`config.mk`:
```
export PLATFORM = sky130hd
export DESIGN_NAME = cheshire_reg_ext_arbiter
export DESIGN_NICKNAME = d
export VERILOG_FILES = /design/src/rtl/cheshire_reg_ext_arbiter.sv
export SDC_FILE = /design/constraint.sdc
export NUM_CORES = 1
export LEC_CHECK = 0
export CELL_PAD_IN_SITES_DETAIL_PLACEMENT = 1
export CELL_PAD_IN_SITES_GLOBAL_PLACEMENT = 1
export CORE_AREA = 2 2 198 200
export CTS_CLUSTER_DIAMETER = 100
export DETAILED_ROUTE_END_ITERATION = 8
export DIE_AREA = 0 0 200 202
export PLACE_DENSITY = 0.62
export SYNTH_ARGS = -nofsm -noshare
export SYNTH_HDL_FRONTEND = slang
export SYNTH_SLANG_ARGS = --single-unit
```
`constraint.sdc`:
```
create_clock -name clk_i -period 4 [get_ports clk_i]
set_input_delay 0.8 -clock clk_i [delete_from_list [all_inputs] [get_ports clk_i]]
set_output_delay 0.8 -clock clk_i [all_outputs]
set_load 0.01 [all_outputs]
```
`src/rtl/cheshire_reg_ext_arbiter.sv`:
```
// Round-robin arbiter sharing the external register-bus slave port between NumReq requesters.
// A saturating per-transaction timeout turns a hung slave into an error response.
module cheshire_reg_ext_arbiter #(
    parameter int unsigned NumReq        = 4,
    parameter int unsigned AddrWidth     = 48,
    parameter int unsigned DataWidth     = 32,
    parameter int unsigned TimeoutCycles = 1024,
    parameter logic [DataWidth-1:0] ErrData = DataWidth'(32'hBADCAB1E),
    localparam int unsigned StrbWidth    = DataWidth / 8,
    localparam int unsigned IdxWidth     = $clog2(NumReq)
) (
    input  logic                          clk_i,
    input  logic                          rst_i,
    input  logic [NumReq-1:0]             req_valid_i,
    input  logic [NumReq-1:0]             req_write_i,
    input  logic [NumReq*AddrWidth-1:0]   req_addr_i,
    input  logic [NumReq*DataWidth-1:0]   req_wdata_i,
    input  logic [NumReq*StrbWidth-1:0]   req_wstrb_i,
    output logic [NumReq-1:0]             req_ready_o,
    output logic [DataWidth-1:0]          req_rdata_o,
    output logic                          req_error_o,
    output logic                          slv_valid_o,
    output logic                          slv_write_o,
    output logic [AddrWidth-1:0]          slv_addr_o,
    output logic [DataWidth-1:0]          slv_wdata_o,
    output logic [StrbWidth-1:0]          slv_wstrb_o,
    input  logic                          slv_ready_i,
    input  logic [DataWidth-1:0]          slv_rdata_i,
    input  logic                          slv_error_i,
    output logic [IdxWidth-1:0]           grant_idx_o,
    output logic                          busy_o,
    output logic                          timeout_o
);

    localparam int unsigned CntWidth = $clog2(TimeoutCycles) + 1;

    typedef enum logic {
        ST_IDLE,
        ST_ACTIVE
    } state_e;

    state_e                r_state;
    logic [IdxWidth-1:0]   r_grant;
    logic [IdxWidth-1:0]   r_rr_ptr;
    logic [CntWidth-1:0]   r_tmo_cnt;
    logic                  r_write;
    logic [AddrWidth-1:0]  r_addr;
    logic [DataWidth-1:0]  r_wdata;
    logic [StrbWidth-1:0]  r_wstrb;

    logic [IdxWidth-1:0]   w_pick;
    logic [IdxWidth-1:0]   w_pick_hi;
    logic [IdxWidth-1:0]   w_pick_lo;
    logic                  w_hit_hi;
    logic                  w_any_valid;
    logic [IdxWidth-1:0]   w_ptr_next;
    logic                  w_active;
    logic                  w_slv_done;
    logic                  w_tmo_hit;
    logic                  w_tmo_fire;
    logic                  w_complete;

    // Round-robin pick: lowest valid index at or above the pointer, else lowest valid overall.
    always_comb begin
        w_pick_hi = '0;
        w_pick_lo = '0;
        w_hit_hi  = 1'b0;
        for (int i = int'(NumReq) - 1; i >= 0; i--) begin
            if (req_valid_i[i]) begin
                w_pick_lo = IdxWidth'(i);
                if (IdxWidth'(i) >= r_rr_ptr) begin
                    w_pick_hi = IdxWidth'(i);
                    w_hit_hi  = 1'b1;
                end
            end
        end
        w_pick = w_hit_hi ? w_pick_hi : w_pick_lo;
    end

    assign w_any_valid = |req_valid_i;
    assign w_ptr_next  = (r_grant == IdxWidth'(NumReq - 1)) ? '0 : r_grant + IdxWidth'(1);

    assign w_active   = (r_state == ST_ACTIVE);
    assign w_slv_done = w_active && slv_ready_i;
    assign w_tmo_hit  = w_active && (r_tmo_cnt == CntWidth'(TimeoutCycles - 1));
    // A slave response in the timeout cycle takes priority over the error.
    assign w_tmo_fire = w_tmo_hit && !slv_ready_i;
    assign w_complete = w_slv_done || w_tmo_fire;

    always_ff @(posedge clk_i or posedge rst_i) begin
        if (rst_i) begin
            r_state   <= ST_IDLE;
            r_grant   <= '0;
            r_rr_ptr  <= '0;
            r_tmo_cnt <= '0;
            r_write   <= 1'b0;
            r_addr    <= '0;
            r_wdata   <= '0;
            r_wstrb   <= '0;
        end else begin
            case (r_state)
                ST_IDLE: begin
                    if (w_any_valid) begin
                        r_grant   <= w_pick;
                        r_write   <= req_write_i[w_pick];
                        r_addr    <= req_addr_i[w_pick*AddrWidth +: AddrWidth];
                        r_wdata   <= req_wdata_i[w_pick*DataWidth +: DataWidth];
                        r_wstrb   <= req_wstrb_i[w_pick*StrbWidth +: StrbWidth];
                        r_tmo_cnt <= '0;
                        r_state   <= ST_ACTIVE;
                    end
                end
                ST_ACTIVE: begin
                    if (w_complete) begin
                        r_rr_ptr <= w_ptr_next;
                        r_state  <= ST_IDLE;
                    end else if (r_tmo_cnt != {CntWidth{1'b1}}) begin
                        r_tmo_cnt <= r_tmo_cnt + CntWidth'(1);
                    end
                end
                default: r_state <= ST_IDLE;
            endcase
        end
    end

    always_comb begin
        req_ready_o = '0;
        for (int i = 0; i < int'(NumReq); i++) begin
            req_ready_o[i] = w_complete && (r_grant == IdxWidth'(i));
        end
    end

    assign req_rdata_o = w_slv_done ? slv_rdata_i : (w_tmo_fire ? ErrData : '0);
    assign req_error_o = w_slv_done ? slv_error_i : w_tmo_fire;
    assign timeout_o   = w_tmo_fire;

    assign slv_valid_o = w_active;
    assign busy_o      = w_active;
    assign slv_write_o = r_write;
    assign slv_addr_o  = r_addr;
    assign slv_wdata_o = r_wdata;
    assign slv_wstrb_o = r_wstrb;
    assign grant_idx_o = r_grant;

endmodule

```
==> summary.txt, run 1 <==
Place
  • GP Congestion: 0.7937
  • Port-buffer cells: 506
  • Post-Place Worst Slack: 0.5001 ns
  • Placed Area: 12100 µm²
  • DP Wirelength: 25760 µm

Synthesis
  • Post-synthesis compound-gate area fraction: 23.86%
  • Area of the mapped netlist: 6465 µm²
  • Yosys warns: 0
  • Post-synthesis mux area share: 13.64%
  • Number of flops mapped to enable cells by yosys: 0
  • Post-synthesis async set-or-reset flop share: 100.0%
  • Sequential fraction of the synthesis area: 39.09%
  • Ranking of synthesized cells by area: dfrtp_1 39%, mux2i_1 13%, o2bb2ai_1 12%, nand2_1 10%, a31oi_1 7.7%
  • Most used DFF post-synth: dfrtp_1
  • Post-synth top area share: 39.09%
  • Cell accounting for the most synthesized area: dfrtp_1
  • Syn Area/Cell: 9.093 µm²
  • Synth Area in XOR/XNOR: 1.084%
  • Simple-Gate Fraction of Synth Area: 15.48%
  • Synth cell types: 41
  • Largest family of logic cells by synthesized area: compound AO/OA/AOI/OAI gates
  • Adder-cell area share of the yosys netlist: 0.9677%
  • Syn_nets: 1096
  • Register bit total from synthesis: 101
  • Cells after Synth: 711

Clocking
  • H-tree levels: 3
  • Total setup buffers inserted after CTS: 0
  • Clock Path Buffers: 2
  • CTS buffer count: 9
  • Post-CTS sizing: 0
  • Hold_buf cts: 0
  • CTS tree: done
  • Worst-Skew Late Latency: 0.36 ns
  • Root Buffer: clkbuf_16
  • Worst-path clk slew: 0.08 ns
  • Clk sinks: 101

Floorplanning
  • Die W: 200 µm
  • Core region area: 38290 µm²
  • Initial Util: 16.89%
  • Row count: 72
  • Die height: 202 µm
  • Area of the die: 40400 µm²
  • IO Pins: 507

STA
  • Setup violators final: 0
  • Slew headroom: 36.88%
  • Clk_skew: 0.007819 ns
  • Final Worst Setup Slack: 0.5090 ns
  • Worst-Margin Slew: 0.9395 ns
  • Fmax achieved: 286.5 MHz
  • Fin. Hold Viols: 0
  • Fin Setup TNS: 0 ns
  • Max-slew violations: 0
  • RSZ-0062 raised after global routing: false
  • Min Clock Period, post-route: 3.491 ns
  • Final worst-path cycle share: 87.28%

Finish
  • Finished layout cell area: 12440 µm²
  • Multi-input logic area: 3610 µm²
  • Nets@finish: 1568
  • Syn-to-layout area delta: 92.37%
  • Layout Utilization: 32.48%
  • Filler Cells Inserted: 4466
  • Layout cells sized above 1: 4.545%
  • Register area: 2527 µm²

Pwr
  • P per Cell Area: 478.5 nW/µm²
  • Tot Pwr: 5.952 mW
  • Maximum vdd ir drop: 0.1885 mV
  • Static leakage: 4.914 nW

Drt
  • Via density per instance: 4.373
  • Drt first pass iters: 4
  • Antenna Nets Post-Route: 0
  • Routed WL: 32700 µm
  • Post-route DRC: 0
  • Vias post-DR: 7465
  • DR iter-0 viols: 224
  • DR WL/cell: 19.16 µm

Worst setup path
  • Critical Path RT: 3.20 ns
  • Cell repeated most along the worst path: clkdlybuf4s50_1
  • Crit Path Max Fanout: 24
  • CP bufs+invs: 3
  • CP Capture Type: output pin
  • CP max-delay cell: clkdlybuf4s50_1
  • Crit path largest cell delay: 0.54 ns
  • Setup crit start kind: input pin
  • Worst Setup Path Type: input pin to output pin
  • Crit path DAT: 2.69 ns
  • CP Cell Sequence: clkdlybuf4s50_1, nor2_1, nor4b_2, a21o_1, buf_12, o21a_1, clkdlybuf4s50_1
  • CP delay by family, top: buffers and inverters

Global routing
  • Gr ovfl total: 0
  • First-pass GRT wire length: 48140 µm
  • Vias in the first global route: 7976
  • All-Layer GR Usage: 15.71%
  • Initial antenna violation count: 1
  • Largest net degree at the start of global routing: 71

Flow run
  • Number of max-cap violations: 0

Min path
  • Class of the worst hold path: register to register

Outcome
  • Outcome: completed
## final cells by class
class / count / area share (%)
tap: 518 / 5.211
inverter: 5 / 0.1710
clock inverter: 5 / 0.6640
timing repair buffer: 528 / 42.56
sequential: 101 / 20.32
antenna: 1 / 0.02012
clock buffer: 11 / 2.032
multi-input combinational: 538 / 29.02
## power breakdown
part,total (mW),leakage [nW],switching [mW],internal (mW)
registers,1.70,1.14,0.263,1.44
logic,3.22,3.62,1.51,1.71
clock network,1.03,0.154,0.448,0.584
## layer usage
layer / global-route usage [%] / up-vias / part of all wire (%)
met5: 0 / - / 0
met4: 4.259 / 0 / 1.6
met3: 4.806 / 28 / 8.0
met2: 27.62 / 281 / 50
met1: 18.34 / 3607 / 41
li1: - / 3549 / -
## registers in the layout (all words and copies together) (netlist names)
register	flops
grant_idx_o	2
slv_write_o	1
slv_wstrb_o	4
slv_wdata_o	32
busy_o	1
slv_addr_o	48
r_rr_ptr	2
r_tmo_cnt	11
## worst paths after layout
kind	startpoint	to	slack (ns)	cells past startpoint
setup / recovery	slv_ready_i	req_rdata_o[9]	0.51	7
hold / removal	r_tmo_cnt[10]	r_tmo_cnt[10]	0.52	1
setup reg to reg	r_rr_ptr[1]	slv_wdata_o[30]	1.61	6
hold reg to reg	r_tmo_cnt[10]	r_tmo_cnt[10]	0.52	1
max in group asynchronous	rst_i	slv_wdata_o[23]	2.31	3
min in group asynchronous	rst_i	slv_addr_o[34]	0.92	2
## cells in the final DEF, fill, tap and decap left out, types with 3 or more instances in the layout
cell type        netlist  routed
clkdlybuf4s50_1        0     506
nand2_1              178     178
dfrtp_1              101     101
mux2i_1               87      87
o2bb2ai_1             85      85
a31oi_1               80      80
o21a_1                20      20
buf_4                 10      17
nor2_1                14      14
and3_1                14      14
clkbuf_16              0       9
xnor2_1                8       8
a31oi_2                5       5
nor4_1                 5       5
and2_1                 5       5
ha_1                   5       5
buf_12                 0       5
inv_1                  5       4
nand3_1                4       4
o21ai_0                3       3
clkinvlp_4             0       3
## through the flow
stage	hold WS, ns	instances
finish	0.5202	1707
global route	0.5623	1707
CTS	0.5213	1706
detailed placement	0.5038	1690
global placement	0.4777	1690
floorplan	0.4546	711
## Yosys cell counts, drive strengths merged, types with 5 or more instances
master   instances
inv              5
and2             5
dfrtp          101
clkbuf          32
ha               5
and3            15
xnor2            8
mux2i           87
nand2          178
o2bb2ai         85
a31oi           85
nor2            14
buf             35
nor4             5
o21a            20
## cells by family (layout without fill, tap and decap cells)
family	count (synthesis)	in the layout
fa+ha+maj	5	5
buf+inv	72	549
other cells	0	1
flops	101	101
mux	88	88
compound gates	202	202
simple gates	235	235
xor+xnor	8	8
Note: power is estimated with default switching activity, not from simulation.
==> run 2, diff against run 1 <==
- CTS_CLUSTER_DIAMETER: 100 -> not set
==> results of run 2 <==
The final DEF is identical to that of run 1; final timing and power are the same.
